$ cat src/rtl/lcd_refresh_driver.sv
// lcd_refresh_driver: HD44780 16x2 8-bit write-only init + continuous DDRAM refresh.
// Optional inter-frame idle period enabled by defining LCD_FRAME_GAP_EN.  Rev 1.0
`default_nettype none

module lcd_refresh_driver #(
    parameter int POWERUP_WAIT_CYC = 750000,
    parameter int E_PULSE_CYC      = 12,
    parameter int CMD_WAIT_CYC     = 2500,
    parameter int CLEAR_WAIT_CYC   = 100000,
    parameter int FRAME_GAP_CYC    = 500000
) (
    input  logic       clk,
    input  logic       rst,
    input  logic [7:0] char_in,
    output logic [4:0] index,
    output logic       lcd_rs,
    output logic       lcd_rw,
    output logic       lcd_e,
    output logic [7:0] lcd_data,
    output logic       init_done,
    output logic       frame_done
);

    localparam logic [23:0] PWR_LAST = 24'(POWERUP_WAIT_CYC - 1);
    localparam logic [23:0] E_LAST   = 24'(E_PULSE_CYC - 1);
    localparam logic [23:0] CMD_LAST = 24'(CMD_WAIT_CYC - 1);
    localparam logic [23:0] CLR_LAST = 24'(CLEAR_WAIT_CYC - 1);
    localparam logic [5:0]  STEP_CLR = 6'd3;
    localparam logic [5:0]  STEP_L1  = 6'd4;
    localparam logic [5:0]  STEP_END = 6'd37;

    if (POWERUP_WAIT_CYC < 1 || POWERUP_WAIT_CYC >= (1 << 24) ||
        E_PULSE_CYC < 1 || E_PULSE_CYC >= (1 << 24) ||
        CMD_WAIT_CYC < 1 || CMD_WAIT_CYC >= (1 << 24) ||
        CLEAR_WAIT_CYC < 1 || CLEAR_WAIT_CYC >= (1 << 24) ||
        FRAME_GAP_CYC < 1 || FRAME_GAP_CYC >= (1 << 24)) begin : g_param_check
        $error("lcd_refresh_driver: timing parameters must lie in 1 .. 2^24-1");
    end

`ifdef LCD_FRAME_GAP_EN
    localparam logic [23:0] GAP_LAST = 24'(FRAME_GAP_CYC - 1);
`endif

    typedef enum logic [2:0] {
        PWR_WAIT = 3'd0,
        FETCH    = 3'd1,
        SETUP    = 3'd2,
        E_HI     = 3'd3,
        HOLD     = 3'd4
`ifdef LCD_FRAME_GAP_EN
        , GAP    = 3'd5
`endif
    } state_t;

    state_t      state, state_n;
    logic [23:0] cnt, cnt_n;
    logic [5:0]  step, step_n;
    logic [4:0]  index_n;
    logic [7:0]  data_n;
    logic        rs_n, init_n, frame_n, cnt_zero;

    // Steps 5-20 and 22-37 are character writes; all others are commands.
    function automatic logic is_char(input logic [5:0] s);
        return ((s >= 6'd5) && (s <= 6'd20)) || ((s >= 6'd22) && (s <= 6'd37));
    endfunction

    function automatic logic [4:0] char_pos(input logic [5:0] s);
        return (s <= 6'd20) ? 5'(s - 6'd5) : 5'(s - 6'd6);
    endfunction

    function automatic logic [7:0] cmd_byte(input logic [5:0] s);
        case (s)
            6'd0:    return 8'h38;
            6'd1:    return 8'h0C;
            6'd2:    return 8'h06;
            6'd3:    return 8'h01;
            6'd4:    return 8'h80;
            6'd21:   return 8'hC0;
            default: return 8'h00;
        endcase
    endfunction

    assign lcd_rw   = 1'b0;
    assign cnt_zero = (cnt == 24'd0);

    always_ff @(posedge clk or negedge rst) begin
        if (!rst) begin
            state      <= PWR_WAIT;
            cnt        <= '0;
            step       <= '0;
            index      <= '0;
            lcd_rs     <= 1'b0;
            lcd_e      <= 1'b0;
            lcd_data   <= '0;
            init_done  <= 1'b0;
            frame_done <= 1'b0;
        end else begin
            state      <= state_n;
            cnt        <= cnt_n;
            step       <= step_n;
            index      <= index_n;
            lcd_rs     <= rs_n;
            lcd_e      <= (state_n == E_HI);
            lcd_data   <= data_n;
            init_done  <= init_n;
            frame_done <= frame_n;
        end
    end

    always_comb begin
        state_n = state;
        cnt_n   = cnt;
        step_n  = step;
        index_n = index;
        data_n  = lcd_data;
        rs_n    = lcd_rs;
        init_n  = init_done;
        frame_n = 1'b0;
        case (state)
            // Counts up from the cleared reset value so the wait starts on edge 1.
            PWR_WAIT: begin
                if (cnt == PWR_LAST) begin
                    state_n = SETUP;
                    data_n  = cmd_byte(step);
                    rs_n    = 1'b0;
                end else begin
                    cnt_n = cnt + 24'd1;
                end
            end
            FETCH: begin
                if (cnt_zero) begin
                    state_n = SETUP;
                    data_n  = char_in;
                    rs_n    = 1'b1;
                end else begin
                    cnt_n = cnt - 24'd1;
                end
            end
            SETUP: begin
                state_n = E_HI;
                cnt_n   = E_LAST;
            end
            E_HI: begin
                if (cnt_zero) begin
                    state_n = HOLD;
                    cnt_n   = (step == STEP_CLR) ? CLR_LAST : CMD_LAST;
                end else begin
                    cnt_n = cnt - 24'd1;
                end
            end
            HOLD: begin
                if (cnt_zero) begin
                    if (step == STEP_CLR) init_n = 1'b1;
                    frame_n = (step == STEP_END);
                    step_n  = (step == STEP_END) ? STEP_L1 : step + 6'd1;
`ifdef LCD_FRAME_GAP_EN
                    if (step == STEP_END) begin
                        state_n = GAP;
                        cnt_n   = GAP_LAST;
                    end else
`endif
                    if (is_char(step_n)) begin
                        state_n = FETCH;
                        index_n = char_pos(step_n);
                        cnt_n   = 24'd1;
                    end else begin
                        state_n = SETUP;
                        data_n  = cmd_byte(step_n);
                        rs_n    = 1'b0;
                    end
                end else begin
                    cnt_n = cnt - 24'd1;
                end
            end
`ifdef LCD_FRAME_GAP_EN
            GAP: begin
                if (cnt_zero) begin
                    state_n = SETUP;
                    data_n  = cmd_byte(STEP_L1);
                    rs_n    = 1'b0;
                end else begin
                    cnt_n = cnt - 24'd1;
                end
            end
`endif
            default: state_n = PWR_WAIT;
        endcase
    end

endmodule

`default_nettype wire

$ cat config.mk
export PLATFORM = sky130hd
export DESIGN_NAME = lcd_refresh_driver
export DESIGN_NICKNAME = d
export VERILOG_FILES = /design/src/rtl/lcd_refresh_driver.sv
export SDC_FILE = /design/constraint.sdc
export NUM_CORES = 1
export LEC_CHECK = 0
export CORE_UTILIZATION = 49
export DETAILED_ROUTE_END_ITERATION = 6
export GPL_ROUTABILITY_DRIVEN = 1
export GPL_TIMING_DRIVEN = 0
export PLACE_DENSITY_LB_ADDON = 0.3
export SETUP_SLACK_MARGIN = 0.05
export SYNTH_ARGS = -nofsm -noshare
export SYNTH_HDL_FRONTEND = slang
export SYNTH_SLANG_ARGS = --single-unit
export TNS_END_PERCENT = 100
$ cat constraint.sdc
create_clock -name clk -period 4 [get_ports clk]
set_input_delay 1.2 -clock clk [delete_from_list [all_inputs] [get_ports clk]]
set_output_delay 1.2 -clock clk [all_outputs]
set_load 0.02 [all_outputs]
==> results by group, run 1 <==
Outcome
  – Status: finished, final reports clean

Drt
  – DR vias: 4,353
  – Routed len/inst: 18.7 µm
  – Detail Route Antenna Nets: 0
  – Initial DRC Count: 547
  – Post-Route WL: 12,500 µm
  – Vias per inst: 6.50
  – DRC Markers: 0
  – Detailed Routing Iterations Pass 1: 6

Finish
  – Net count, final: 588
  – Antenna diodes: 0
  – Final Cell Area: 0.00471 mm²
  – Share of layout cells above drive strength 1: 9.73%
  – Filler cell count: 812
  – Layout area overhead: 11.9%

Min path
  – Hold Path Class: reg -> reg

Yosys
  – Mapped Nets: 554
  – Ys async rst share: 100%
  – Main synth FF type: dfrtp_1
  – Mapped Area: 0.00421 mm²
  – Post-synth EDFFs: 0
  – Warnings, synthesis: 0
  – Syn avg cell area: 7.94 µm²
  – Cells after synthesis: 530
  – Yosys reg bits: 50
  – Post-synth cell types: 78
  – Sequential fraction of the synthesis area: 29.7%

Power
  – Sequential share of power: 59.9%
  – NetSw: 0.000188 W
  – Int Power: 0.000655 W
  – Leak Pwr: 1.86 nW
  – Clk pwr share: 37.4%
  – Max IR drop VDD: 0.113 mV
  – Power Density: 179 mW/mm²
  – Switch share: 22.3%
  – Logic pwr share: 2.7%

Global route
  – First-pass GRT wire length: 20,500 µm
  – Antenna violations before repair: 0
  – Total grt overflow: 0
  – Vias in the first global route: 3,997
  – Global Route Usage Sum: 29.5%
  – Largest net degree at the start of global routing: 29

STA
  – Least-Margin Pin Slew: 1.28 ns
  – Fin crit period: 3.71 ns
  – RSZ-0062 raised after global routing: no
  – Hold Vio Cnt, Final: 0
  – Period utilization: 92.8%
  – Fin Setup TNS: 0 ns
  – Final setup violation count: 0
  – Skew final: 0.00701 ns
  – Max-slew headroom: 14.1%
  – Fmax: 269 MHz
  – Max-slew violation count: 0

Floorplan
  – Core Region: 0.00826 mm²
  – Die width: 94.7 µm
  – Initial Util: 51.0%
  – Top Ports: 28
  – Cell row count: 33
  – DIE AREA: 0.00897 mm²
  – Die extent in y: 94.7 µm

Worst setup path
  – Critical Path RT: 4.18 ns
  – Crit-path cells: inv_1, ha_1, nand3b_1, or2_2, nand2_1, ha_1, inv_1, a21oi_1, o21ai_1, a41oi_2, o221ai_2, buf_4, buf_6, o31ai_1
  – Critical Path End Type: flop
  – Crit-path max cell delay: 0.50 ns
  – WS Path Type: reg -> reg
  – CP Launch Type: flop
  – Critical-path maximum fanout: 10
  – Signal arrival time at the worst endpoint: 3.90 ns
  – Slowest-stage cell, CP: dfrtp_1

Clock tree
  – Reg clk slew, reported paths: 0.09 ns
  – CTS tree: yes
  – Total CTS buffers: 5
  – Sink Count: 50
  – Clock Tree Buf Depth: 2
  – CTS H-Tree Depth: 2
  – Clock root cell: clkbuf_8
  – Setup bufs post-CTS: 0
  – Clk Latency, worst-skew pair: 0.31 ns

Placement
  – Placer Congestion: 0.949
  – Post-DP Area: 0.00462 mm²
  – DP HPWL: 9160 µm
  – IO Port Bufs: 26

Job
  – Max Cap Violations: 0
-- cells in the mapped netlist (3+ instances only) --
library cell | n | area (µm²)
nand2_1 | 38 | 143
a311oi_1 | 6 | 52.6
a211o_1 | 3 | 26.3
nor3b_1 | 5 | 37.5
o21ai_0 | 48 | 240
o22ai_1 | 8 | 50.1
inv_1 | 15 | 56.3
buf_2 | 16 | 80.1
and2_1 | 5 | 31.3
nand3b_1 | 3 | 22.5
o21ai_1 | 5 | 25.0
a31oi_1 | 11 | 68.8
xnor2_1 | 13 | 114
or3_1 | 3 | 18.8
o22a_1 | 3 | 26.3
nand2b_1 | 5 | 31.3
nor3_1 | 15 | 75.1
a22o_1 | 5 | 43.8
a211oi_1 | 4 | 30.0
ha_1 | 14 | 175
a22oi_1 | 6 | 45.0
nand4_1 | 7 | 43.8
buf_4 | 5 | 37.5
buf_6 | 3 | 33.8
o21bai_1 | 3 | 22.5
and4_1 | 6 | 52.6
dfrtp_1 | 50 | 1250
clkbuf_1 | 22 | 82.6
and3_1 | 14 | 87.6
nor4b_1 | 3 | 26.3
nor2_1 | 52 | 195
nor4_1 | 11 | 68.8
o31ai_1 | 14 | 105
a21oi_1 | 30 | 150
xor2_1 | 6 | 52.6
nand3_1 | 19 | 95.1
-- final timing paths --
kind / from / end / slack [ns] / depth (start not counted)
setup / recovery: step[1] / cnt[19] / 0.29 / 14
max in group asynchronous: rst / state[1] / 2.58 / 2
min in group asynchronous: rst / cnt[11] / 0.86 / 1
hold reg to reg: init_done / init_done / 0.47 / 1
setup reg to reg: step[1] / cnt[19] / 0.29 / 14
hold / removal: init_done / init_done / 0.47 / 1
-- per-layer routing --
layer	wire (µm)	GRT usage, %	up-vias	part of all wire [%]
met5	0	0	-	0
met2	5420	43.9	264	43
met1	5580	44.0	2031	45
li1	-	-	2035	-
met3	1320	4.51	23	11
met4	186	7.83	0	1.5
-- cells by family after synthesis --
logic type	synth area share, %
compound gates	26.8
xor+xnor	3.95
fa+ha+maj	4.40
buf+inv	7.07
flops	29.7
mux	0.773
other cells	0.0891
simple gates	27.2
-- cell usage in the layout, fill, tap and decap left out, types with 6 or more instances in the layout --
cell,instances
clkbuf_8,6
a21oi_1,30
nor3_1,15
buf_2,17
o31ai_1,14
clkdlybuf4s50_1,25
and4_1,6
dfrtp_1,50
xnor2_1,13
a311oi_1,6
and3_1,14
o21ai_0,48
ha_1,14
clkbuf_1,22
nand4_1,7
inv_1,15
nand2_1,38
a22oi_1,6
nand3_1,19
nor4_1,11
xor2_1,6
a31oi_1,11
nor2_1,52
o22ai_1,8
-- sequential cells by signal, summed over array words and instances, names as in the netlist --
register / count
lcd_rs: 1
lcd_data: 8
init_done: 1
cnt: 24
step: 6
state: 3
index: 5
frame_done: 1
lcd_e: 1
-- critical path, delay by kind of cell, from the launching register on --
| family | cells | cell delay, ns |
|---|---|---|
| flip-flops | 1 | 0.50 |
| buffers and inverters | 4 | 0.59 |
| adder cells (fa/ha/maj) | 2 | 0.62 |
| AO/OA/AOI/OAI | 5 | 1.19 |
| AND/OR/NAND/NOR | 3 | 0.69 |
-- power groups by stage --
stage                     clock, W  sequential [W]  combinational (W)
after detailed placement         0        0.000515          0.0000237
after global routing      0.000342        0.000505          0.0000257
after global placement           0        0.000515          0.0000215
after CTS                 0.000322        0.000505          0.0000239
final                     0.000316        0.000505          0.0000230
after floorplan                  0        0.000515         0.00000210
-- layout make-up --
cell class,instances,area (µm²),share of cell area [%]
Multi-Input combinational cell,417,2660,56.5
Sequential cell,50,1250,26.6
Timing Repair Buffer,27,275,5.84
Buffer,48,243,5.15
Tap cell,105,131,2.79
Clock buffer,7,86.3,1.83
Inverter,15,56.3,1.20
Clock inverter,1,5.00,0.106
-- timing repair --
action	CTS	global route
gates resized for setup	0	2
hold buffers	0	0
endpoints found under the setup margin	0	3
-- per-stage QoR --
stage | instances | hold slack (ns) | power [W] | utilization (%) | worst slack (ns)
after global routing | 670 | 0.483 | 0.000873 | 57.0 | 0.128
final | 670 | 0.467 | 0.000843 | 57.0 | 0.287
after CTS | 670 | 0.470 | 0.000851 | 57.0 | 0.365
after detailed placement | 662 | 0.447 | 0.000539 | 55.9 | 0.397
after global placement | 661 | 0.441 | 0.000537 | 55.7 | 0.225
after floorplan | 530 | 0.492 | 0.000517 | - | 1.11
(Power assumes the default switching activity.)
==> run 2: changes to the inputs <==
--- a/config.mk
+++ b/config.mk
@@ -9,6 +9,7 @@
 export DETAILED_ROUTE_END_ITERATION = 6
 export GPL_ROUTABILITY_DRIVEN = 1
 export GPL_TIMING_DRIVEN = 0
+export HOLD_SLACK_MARGIN = 0.05
 export PLACE_DENSITY_LB_ADDON = 0.3
 export SETUP_SLACK_MARGIN = 0.05
 export SYNTH_ARGS = -nofsm -noshare
==> results of run 2 <==
Same layout as run 1: the final DEF is identical, and so are final timing and power.
